[config.mk]
export PLATFORM = sky130hd
export DESIGN_NAME = multicycle_controller
export DESIGN_NICKNAME = d
export VERILOG_FILES = /design/src/rtl/multicycle_controller_pkg.sv /design/src/rtl/mc_output_decode.sv /design/src/rtl/multicycle_controller.sv
export SDC_FILE = /design/constraint.sdc
export NUM_CORES = 1
export LEC_CHECK = 0
export BUFFER_PORTS_ARGS = -buffer_cell sky130_fd_sc_hd__buf_2
export CORE_AREA = 2 2 39 41
export DETAILED_ROUTE_END_ITERATION = 10
export DIE_AREA = 0 0 41 43
export PLACE_DENSITY = 0.78
export SLEW_MARGIN = 0
export SYNTH_ARGS = -nofsm -noshare
export SYNTH_HDL_FRONTEND = slang
export SYNTH_SLANG_ARGS = --single-unit
[constraint.sdc]
create_clock -name clk_i -period 2.1 [get_ports clk_i]
set_clock_uncertainty 0.2 [all_clocks]
set_input_delay 0 -clock clk_i [delete_from_list [all_inputs] [get_ports clk_i]]
set_output_delay 0 -clock clk_i [all_outputs]
set_load 0.02 [all_outputs]
[src/rtl/multicycle_controller_pkg.sv]
// Shared definitions for the multicycle MIPS sequencing controller:
// opcode constants, state encoding, control-field encodings and the
// per-state control word payload.
package multicycle_controller_pkg;

    localparam int unsigned OP_W      = 6;
    localparam int unsigned STATE_W   = 4;
    localparam int unsigned ALUOP_W   = 2;
    localparam int unsigned ALUSRCB_W = 2;
    localparam int unsigned PCSRC_W   = 2;

    localparam logic [OP_W-1:0] OP_RTYPE = 6'b000000;
    localparam logic [OP_W-1:0] OP_LW    = 6'b100011;
    localparam logic [OP_W-1:0] OP_SW    = 6'b101011;
    localparam logic [OP_W-1:0] OP_BEQ   = 6'b000100;
    localparam logic [OP_W-1:0] OP_ADDI  = 6'b001000;
    localparam logic [OP_W-1:0] OP_J     = 6'b000010;

    typedef enum logic [STATE_W-1:0] {
        S_FETCH   = 4'd0,
        S_DECODE  = 4'd1,
        S_MEMADR  = 4'd2,
        S_MEMRD   = 4'd3,
        S_MEMWB   = 4'd4,
        S_MEMWR   = 4'd5,
        S_EXECUTE = 4'd6,
        S_ALUWB   = 4'd7,
        S_BRANCH  = 4'd8,
        S_ADDIEX  = 4'd9,
        S_ADDIWB  = 4'd10,
        S_JUMP    = 4'd11
    } state_e;

    localparam state_e STATE_RESET = S_FETCH;

    typedef enum logic [ALUOP_W-1:0] {
        ALUOP_ADD   = 2'b00,
        ALUOP_SUB   = 2'b01,
        ALUOP_FUNCT = 2'b10
    } aluop_e;

    typedef enum logic [ALUSRCB_W-1:0] {
        SRCB_REGB  = 2'b00,
        SRCB_FOUR  = 2'b01,
        SRCB_IMM   = 2'b10,
        SRCB_IMMSH = 2'b11
    } alusrcb_e;

    typedef enum logic [PCSRC_W-1:0] {
        PCSRC_ALU    = 2'b00,
        PCSRC_ALUOUT = 2'b01,
        PCSRC_JUMP   = 2'b10
    } pcsrc_e;

    // Moore control word produced for each state
    typedef struct packed {
        logic     iord;
        logic     memwrite;
        logic     irwrite;
        logic     regdst;
        logic     memtoreg;
        logic     regwrite;
        logic     alusrca;
        alusrcb_e alusrcb;
        aluop_e   aluop;
        pcsrc_e   pcsrc;
        logic     pcwrite;
        logic     branch;
    } ctrl_t;

    // True for every opcode the sequencer knows how to execute
    function automatic logic op_supported(input logic [OP_W-1:0] op);
        return (op == OP_RTYPE) || (op == OP_LW)   || (op == OP_SW) ||
               (op == OP_BEQ)   || (op == OP_ADDI) || (op == OP_J);
    endfunction

endpackage

[src/rtl/mc_output_decode.sv]
// Combinational state -> control word decoder.
// Ports:
//   state_i     : current sequencer state
//   mem_ready_i : memory handshake, qualifies the fetch-complete writes
//   ctrl_o      : control word including pcwrite and branch qualifiers
module mc_output_decode
    import multicycle_controller_pkg::*;
(
    input  state_e state_i,
    input  logic   mem_ready_i,
    output ctrl_t  ctrl_o
);

    always_comb begin
        ctrl_o = '0;
        unique case (state_i)
            S_FETCH: begin
                ctrl_o.alusrcb = SRCB_FOUR;
                ctrl_o.irwrite = mem_ready_i;
                ctrl_o.pcwrite = mem_ready_i;
            end
            S_DECODE: begin
                ctrl_o.alusrcb = SRCB_IMMSH;
            end
            S_MEMADR, S_ADDIEX: begin
                ctrl_o.alusrca = 1'b1;
                ctrl_o.alusrcb = SRCB_IMM;
            end
            S_MEMRD: begin
                ctrl_o.iord = 1'b1;
            end
            S_MEMWB: begin
                ctrl_o.memtoreg = 1'b1;
                ctrl_o.regwrite = 1'b1;
            end
            // Strobe stays up for the whole wait so memory sees a stable request
            S_MEMWR: begin
                ctrl_o.iord     = 1'b1;
                ctrl_o.memwrite = 1'b1;
            end
            S_EXECUTE: begin
                ctrl_o.alusrca = 1'b1;
                ctrl_o.aluop   = ALUOP_FUNCT;
            end
            S_ALUWB: begin
                ctrl_o.regdst   = 1'b1;
                ctrl_o.regwrite = 1'b1;
            end
            S_BRANCH: begin
                ctrl_o.alusrca = 1'b1;
                ctrl_o.aluop   = ALUOP_SUB;
                ctrl_o.pcsrc   = PCSRC_ALUOUT;
                ctrl_o.branch  = 1'b1;
            end
            S_ADDIWB: begin
                ctrl_o.regwrite = 1'b1;
            end
            S_JUMP: begin
                ctrl_o.pcsrc   = PCSRC_JUMP;
                ctrl_o.pcwrite = 1'b1;
            end
            default: ctrl_o = '0;
        endcase
    end

endmodule

[src/rtl/multicycle_controller.sv]
// Sequencing control unit for the multicycle MIPS datapath.
// Ports:
//   clk_i, reset_i (sync, active-high)
//   op_i        : opcode from the instruction register
//   zero_i      : ALU zero flag, used in BRANCH
//   mem_ready_i : memory completes the current access this cycle
//   iord_o .. pcsrc_o : per-state Moore control word
//   pcen_o      : PC enable (pcwrite | branch & zero)
//   retire_o    : pulse on the last cycle of each instruction
//   illegal_o   : pulse when DECODE sees an unsupported opcode
module multicycle_controller
    import multicycle_controller_pkg::*;
(
    input  logic                 clk_i,
    input  logic                 reset_i,
    input  logic [OP_W-1:0]      op_i,
    input  logic                 zero_i,
    input  logic                 mem_ready_i,
    output logic                 iord_o,
    output logic                 memwrite_o,
    output logic                 irwrite_o,
    output logic                 regdst_o,
    output logic                 memtoreg_o,
    output logic                 regwrite_o,
    output logic                 alusrca_o,
    output logic [ALUSRCB_W-1:0] alusrcb_o,
    output logic [ALUOP_W-1:0]   aluop_o,
    output logic [PCSRC_W-1:0]   pcsrc_o,
    output logic                 pcen_o,
    output logic                 retire_o,
    output logic                 illegal_o
);

    state_e state_q;
    state_e state_d;
    ctrl_t  ctrl;
    logic   bad_op_c;
    logic   last_cycle_c;

    // State register
    always_ff @(posedge clk_i) begin
        if (reset_i) begin
            state_q <= STATE_RESET;
        end else begin
            state_q <= state_d;
        end
    end

    // Next-state logic
    always_comb begin
        state_d = state_q;
        unique case (state_q)
            S_FETCH:   if (mem_ready_i) state_d = S_DECODE;
            S_DECODE: begin
                unique case (op_i)
                    OP_RTYPE:     state_d = S_EXECUTE;
                    OP_LW, OP_SW: state_d = S_MEMADR;
                    OP_BEQ:       state_d = S_BRANCH;
                    OP_ADDI:      state_d = S_ADDIEX;
                    OP_J:         state_d = S_JUMP;
                    default:      state_d = S_FETCH;
                endcase
            end
            S_MEMADR:  state_d = (op_i == OP_SW) ? S_MEMWR : S_MEMRD;
            S_MEMRD:   if (mem_ready_i) state_d = S_MEMWB;
            S_MEMWR:   if (mem_ready_i) state_d = S_FETCH;
            S_EXECUTE: state_d = S_ALUWB;
            S_ADDIEX:  state_d = S_ADDIWB;
            S_MEMWB, S_ALUWB, S_BRANCH, S_ADDIWB, S_JUMP: state_d = S_FETCH;
            default:   state_d = S_FETCH;
        endcase
    end

    mc_output_decode u_output_decode (
        .state_i     (state_q),
        .mem_ready_i (mem_ready_i),
        .ctrl_o      (ctrl)
    );

    // Illegal opcodes retire in DECODE without touching any state
    assign bad_op_c = (state_q == S_DECODE) && !op_supported(op_i);

    // Final cycle of an instruction; a MEMWR wait cycle is not the last one
    always_comb begin
        last_cycle_c = 1'b0;
        unique case (state_q)
            S_MEMWB, S_ALUWB, S_BRANCH, S_ADDIWB, S_JUMP: last_cycle_c = 1'b1;
            S_MEMWR:  last_cycle_c = mem_ready_i;
            S_DECODE: last_cycle_c = bad_op_c;
            default:  last_cycle_c = 1'b0;
        endcase
    end

    // Write enables and pulses are suppressed while reset is held
    assign iord_o     = ctrl.iord;
    assign memwrite_o = ctrl.memwrite & ~reset_i;
    assign irwrite_o  = ctrl.irwrite  & ~reset_i;
    assign regdst_o   = ctrl.regdst;
    assign memtoreg_o = ctrl.memtoreg;
    assign regwrite_o = ctrl.regwrite & ~reset_i;
    assign alusrca_o  = ctrl.alusrca;
    assign alusrcb_o  = ctrl.alusrcb;
    assign aluop_o    = ctrl.aluop;
    assign pcsrc_o    = ctrl.pcsrc;
    assign pcen_o     = (ctrl.pcwrite | (ctrl.branch & zero_i)) & ~reset_i;
    assign retire_o   = last_cycle_c & ~reset_i;
    assign illegal_o  = bad_op_c & ~reset_i;

endmodule

# Word level (Yosys, flattened, before mapping)

Index checks and enable logic that the tools add are counted.

Register bits after elaboration: 4
Bits of input ports: 10
Word-level logic and storage cells: 64

Reductions and logical operators: 16
Bitwise gates (word level): 9
Multiplexer cells: 19
Equal/unequal tests: 19

Operators by type and width:

| kind                 | number |
|---|---|
| $pmux W4 S7          | 1 |
| $pmux W4 S5          | 1 |
| $eq A4 B3 Y1 const B | 4 |
| $eq A4 B4 Y1 const B | 4 |
| $eq A6 B6 Y1 const B | 2 |
| $mux W4              | 3 |
| $eq A4 B2 Y1 const B | 2 |
| $mux W1              | 8 |
| $pmux W2 S2          | 2 |
| $and A1 B1 Y1        | 7 |
| $eq A6 B2 Y1 const B | 1 |
| $eq A6 B3 Y1 const B | 1 |
| $eq A6 B4 Y1 const B | 1 |
| $logic_not A6 Y1     | 1 |
| $ne A2 B2 Y1 const B | 3 |
| $pmux W2 S3          | 1 |
| $reduce_or A2 Y1     | 3 |
| $logic_or A1 B1 Y1   | 5 |
| $reduce_or A5 Y1     | 1 |
| $eq A4 B1 Y1 const B | 1 |
| $logic_not A4 Y1     | 1 |
| $reduce_or A4 Y1     | 1 |
| $mux W3              | 1 |
| $pmux W1 S3          | 1 |
| 7 further kinds      | 7 |

# Depth between registers and ports, before layout

Depth in word-level cells: 10
Gate-level depth with buffers: 6
Depth with buffers taken out: 4

# By module

From an unflattened synthesis, not the netlist that was laid out.

Cells, all modules: 86
Area total of the unflattened synthesis: 585.6 sq um

By module, submodules not included:

| module                | area each (sq um) | times used | cells an instance |
|---|---|---|---|
| multicycle_controller | 394.1             | 1          | 55 |
| mc_output_decode      | 191.4             | 1          | 31 |

# Worst setup path after synthesis

OpenSTA, ideal clock, no wires.

Kind: register -> output
Start: register state_q[2]
End: output irwrite_o
Arrival time: 1606 ps
Stages on the path, launching flop included: 4
Setup slack: 294 ps
Path buffers: 1
Path through: dfxtp_1 buf_2 nor3_2 nor4b_1

Longest elaborated chain between the ends: 3

RTL lines:

| item                     | RTL line                    | RTL |
|---|---|---|
| start: declaration       | multicycle_controller.sv:34 | `state_e state_q;` |
| start signal: assignment | multicycle_controller.sv:45 | `state_q <= state_d;` |
| $logic_not A4 Y1         | mc_output_decode.sv:16      | `unique case (state_i)` |
| $mux W1                  | mc_output_decode.sv:16      |  |
| $and A1 B1 Y1            | multicycle_controller.sv:97 | `assign irwrite_o = ctrl.irwrite & ~reset_i;` |
| end: declaration         | multicycle_controller.sv:21 | `output logic irwrite_o,` |

No other way between the ends.

# Final worst setup path

Start: register state_q[0]
End: output retire_o

Longest elaborated chain between the ends: 4

RTL lines:

| item                                                           | RTL line                                                 | RTL |
|---|---|---|
| $eq A4 B4 Y1 (tied with other cells)                           | multicycle_controller.sv:86                              | `unique case (state_q)` |
| $reduce_or A5 Y1 / $logic_and A1 B1 Y1 (equally long branches) | multicycle_controller.sv:86, multicycle_controller.sv:81 |  |
| $pmux W1 S3 *                                                  | multicycle_controller.sv:86                              |  |
| $and A1 B1 Y1 *                                                | multicycle_controller.sv:106                             | `assign retire_o = last_cycle_c & ~reset_i;` |
| end: declaration                                               | multicycle_controller.sv:30                              | `output logic retire_o,` |

Every way passes the cells marked *; elsewhere a longest branch is shown, timed or not.

==> metrics.yaml <==
sta:
  clock.fmax_mhz: 528
  finalWorstPathRequiredPeriod_ns: 1.89
  drv_slew: 0
  final.setup.tns_ns: 0
  worst_slew_pin_slew_ns: 0.646
  grt_setup_unrepaired: "false"
  finish_stage_setup_viols: 0
  slew_headroom: 0.569
  timing.final.crit_share: 0.902
  report.final.hold_viol_count: 0
critical_path:
  timing.rr.end: "state_q[2]$_SDFFE_PP0P_"
  setup.worst_path.class: "flop to primary output"
  required_ns: 1.90
  critPathCaptureType: "primary output"
  r2r.worst_path.cells: 4
  crit_path_start_kind: "flop"
  timing.reg2reg.setup_slack_ns: 0.40
  timing.critical_path.slowest_stage_cell: "dfxtp_1"
  worstPathMaxFanout: 14
  cp_num_buf_inv: 1
  r2r-start: "state_q[3]$_SDFFE_PP0P_"
  crit_path_cell_trace: "nand2b_1, a21oi_1, nor3_1, a21o_1, buf_2"
  critical_path_arrival_ns: 1.69
  critPathTopFamily: "flip-flops"
  slowest_delay_ns: 0.65
place:
  routability_driven_placement_congestion_ratio: 0.817
  io_buffers: 25
  hpwlAfterDp_um: 1200
  dpl-instance-area_um2: 713
synthesis:
  synthesis_stage_register_bit_count: 4
  synth_top_flop_cell: "dfxtp_1"
  synth_area_um2: 622
  syn_avg_cell_area_um2: 6.99
  cell_taking_the_most_area_after_synthesis: "dfxtp_1"
  synthArstFlopShare: 0
  yosys_warning_total: 0
  synth_common_cells: "nor2_1, nor3_1, o21ai_0, a21oi_1"
  net_count_of_the_mapped_netlist: 99
  syn_inst: 89
  share_of_synthesized_area_occupied_by_flip_flops_and_latches: 0.129
  synth.top_cells.by_area: "dfxtp_1, nor3_1, nor2_1"
  distinct_cell_type_count_of_the_synthesized_netlist: 39
  synth_top_cell_area_share: 0.129
  synth-edff-count: 0
layout:
  antennaDiodeCount: 0
  largest_reg_flops: 4
  regArea_um2: 80.1
  register_containing_the_most_flip_flops_in_the_final_layout: "state_q"
  reg.largest.list: "state_q x4"
  final_layout_size_suffix_gt1_frac: 0.357
  final.fill_count: 141
  finalInstanceArea_um2: 766
  finalNetCount: 124
  multiInputGateArea_um2: 458
  area.growth.synth_to_final_pct: 23.1
min_path:
  hold_path_depth: 4
  holdPathEnd: "state_q[3]$_SDFFE_PP0P_"
  timing.hold.worst.start: "op_i[2]"
  hold_class: "input pin to flop"
routing:
  topRoutingLayerUsed: "met3"
  drt-vias-per-instance: 5.67
  finalWirelength_um: 1580
  wire_per_inst_um: 12.4
  routed-wl-met3_um: 39
  antenna_violating_nets_post_route: 0
  met2_length_um: 852
  vias: 726
  routedLengthMet1_um: 691
  post_detailed_route_drc_marker_count: 0
  drt_first_iter_violations: 17
  dr.pass1.iters: 4
clock_tree:
  post_cts_resized: 0
  clock_sink_count: 4
  clk_root_buffer_cell: "clkbuf_4"
  cts.path.max_buffers: 2
  cts.clk_slew.worst_paths_ns: 0.03
  post_cts_buffers: 0
  clk_latency_ns: 0.22
  htree_num_levels: 1
  cts_made_buffers: 3
  tritoncts: "done"
status:
  outcome: "finished, final reports clean"
die:
  num_rows: 14
  boundaryPins: 26
  die_h_um: 43
  die-width_um: 41
  core_um2: 1380
  floorplan.initialDensity: 0.449
  die_footprint_um2: 1760
power_and_ir_drop:
  highest_ir_drop_seen_on_vdd_mv: 0.168
  power.static_leakage_uw: 0.000324
  cellPowerDensity_nw_per_um2: 354
grt:
  number_of_global_route_vias_before_repair: 612
  grt_antenna_before_repair: 0
  track_usage: 0.204
  grt.overflow.total: 0
  grt_max_degree: 18
  grt_pass1_wl_um: 2600
flow_run:
  timing.max_cap.violations: 0
==> worst register-to-register path: stages (launching register included) <==
cell and delay [ns]:
dfxtp_1 0.72, nand2b_1 0.26, nor3_1 0.07, a32oi_1 0.23, a221oi_2 0.09
==> cell families (layout without fill, tap and decap cells) <==
logic type,Yosys count,after routing,share of synthesized area
flops,4,4,0.129
simple gates,40,40,0.372
compound gates,26,26,0.292
mux,1,1,0.0161
buf+inv,14,37,0.135
xor+xnor,4,4,0.0563
==> placed cells by master (no fill, tap or decap), types with 2 or more instances in the layout <==
cell           count
o21ai_1            2
o21ai_0            6
clkbuf_4           3
nor3_2             2
dlygate4sd3_1      3
dfxtp_1            4
xnor2_1            2
buf_2             25
a41oi_1            2
nor4_1             2
buf_4              2
nand2b_1           3
a31oi_1            2
nor2_1            10
nand2_1            4
inv_1              3
nor3_1            10
a21oi_1            5
xor2_1             2
==> stage by stage <==
step	util	std cells	hold WS [ns]	power [µW]	setup WS, ns
6_report	0.553	128	0.0249	271	0.207
5_1_grt	0.553	128	0.0859	293	0.0792
4_1_cts	0.553	128	0.0251	273	0.220
3_5_place_dp	0.515	122	0.134	178	0.453
3_3_place_gp	0.515	122	0.127	177	0.475
2_1_floorplan	-	89	-0.0404	153	0.294
==> final cells by class <==
type                    count  share of cell area
clock buffers               3              0.0294
multi-input cells          71               0.598
repair buffers             30               0.222
well taps                  16              0.0261
flip-flops and latches      4               0.105
inverters                   4              0.0196
==> worst max path at each step <==
stage,from,end,slack [ns],depth (start not counted)
2_1_floorplan,state_q[2]$_SDFFE_PP0P_,irwrite_o,0.29,3
5_1_grt,state_q[0]$_SDFFE_PP0P_,retire_o,0.08,5
3_3_place_gp,state_q[3]$_SDFFE_PP0P_,state_q[2]$_SDFFE_PP0P_,0.47,4
3_5_place_dp,state_q[3]$_SDFFE_PP0P_,state_q[2]$_SDFFE_PP0P_,0.45,4
6_report,state_q[0]$_SDFFE_PP0P_,retire_o,0.21,5
4_1_cts,state_q[0]$_SDFFE_PP0P_,retire_o,0.22,5
==> per-layer routing <==
metal	global-route usage	up-vias
met5	0	-
met4	0.0400	0
met3	0.0157	0
met2	0.325	13
met1	0.292	340
li1	-	373
==> where the power goes <==
part | switching (µW) | internal (µW) | total, µW | leakage [µW]
Clock | 25.0 | 63.5 | 88.5 | 0.0000138
Combinational | 55.3 | 37.9 | 93.3 | 0.000278
Sequential | 10.1 | 78.9 | 89.1 | 0.0000325
Total | 90.5 | 180 | 271 | 0.000324
==> what timing repair did <==
action                                  4_1_cts  5_1_grt
hold buffers                                  3        0
endpoints found under the setup margin        0        0
hold endpoints to repair                      4        0
No activity file was read; power rests on OpenSTA's default activity.
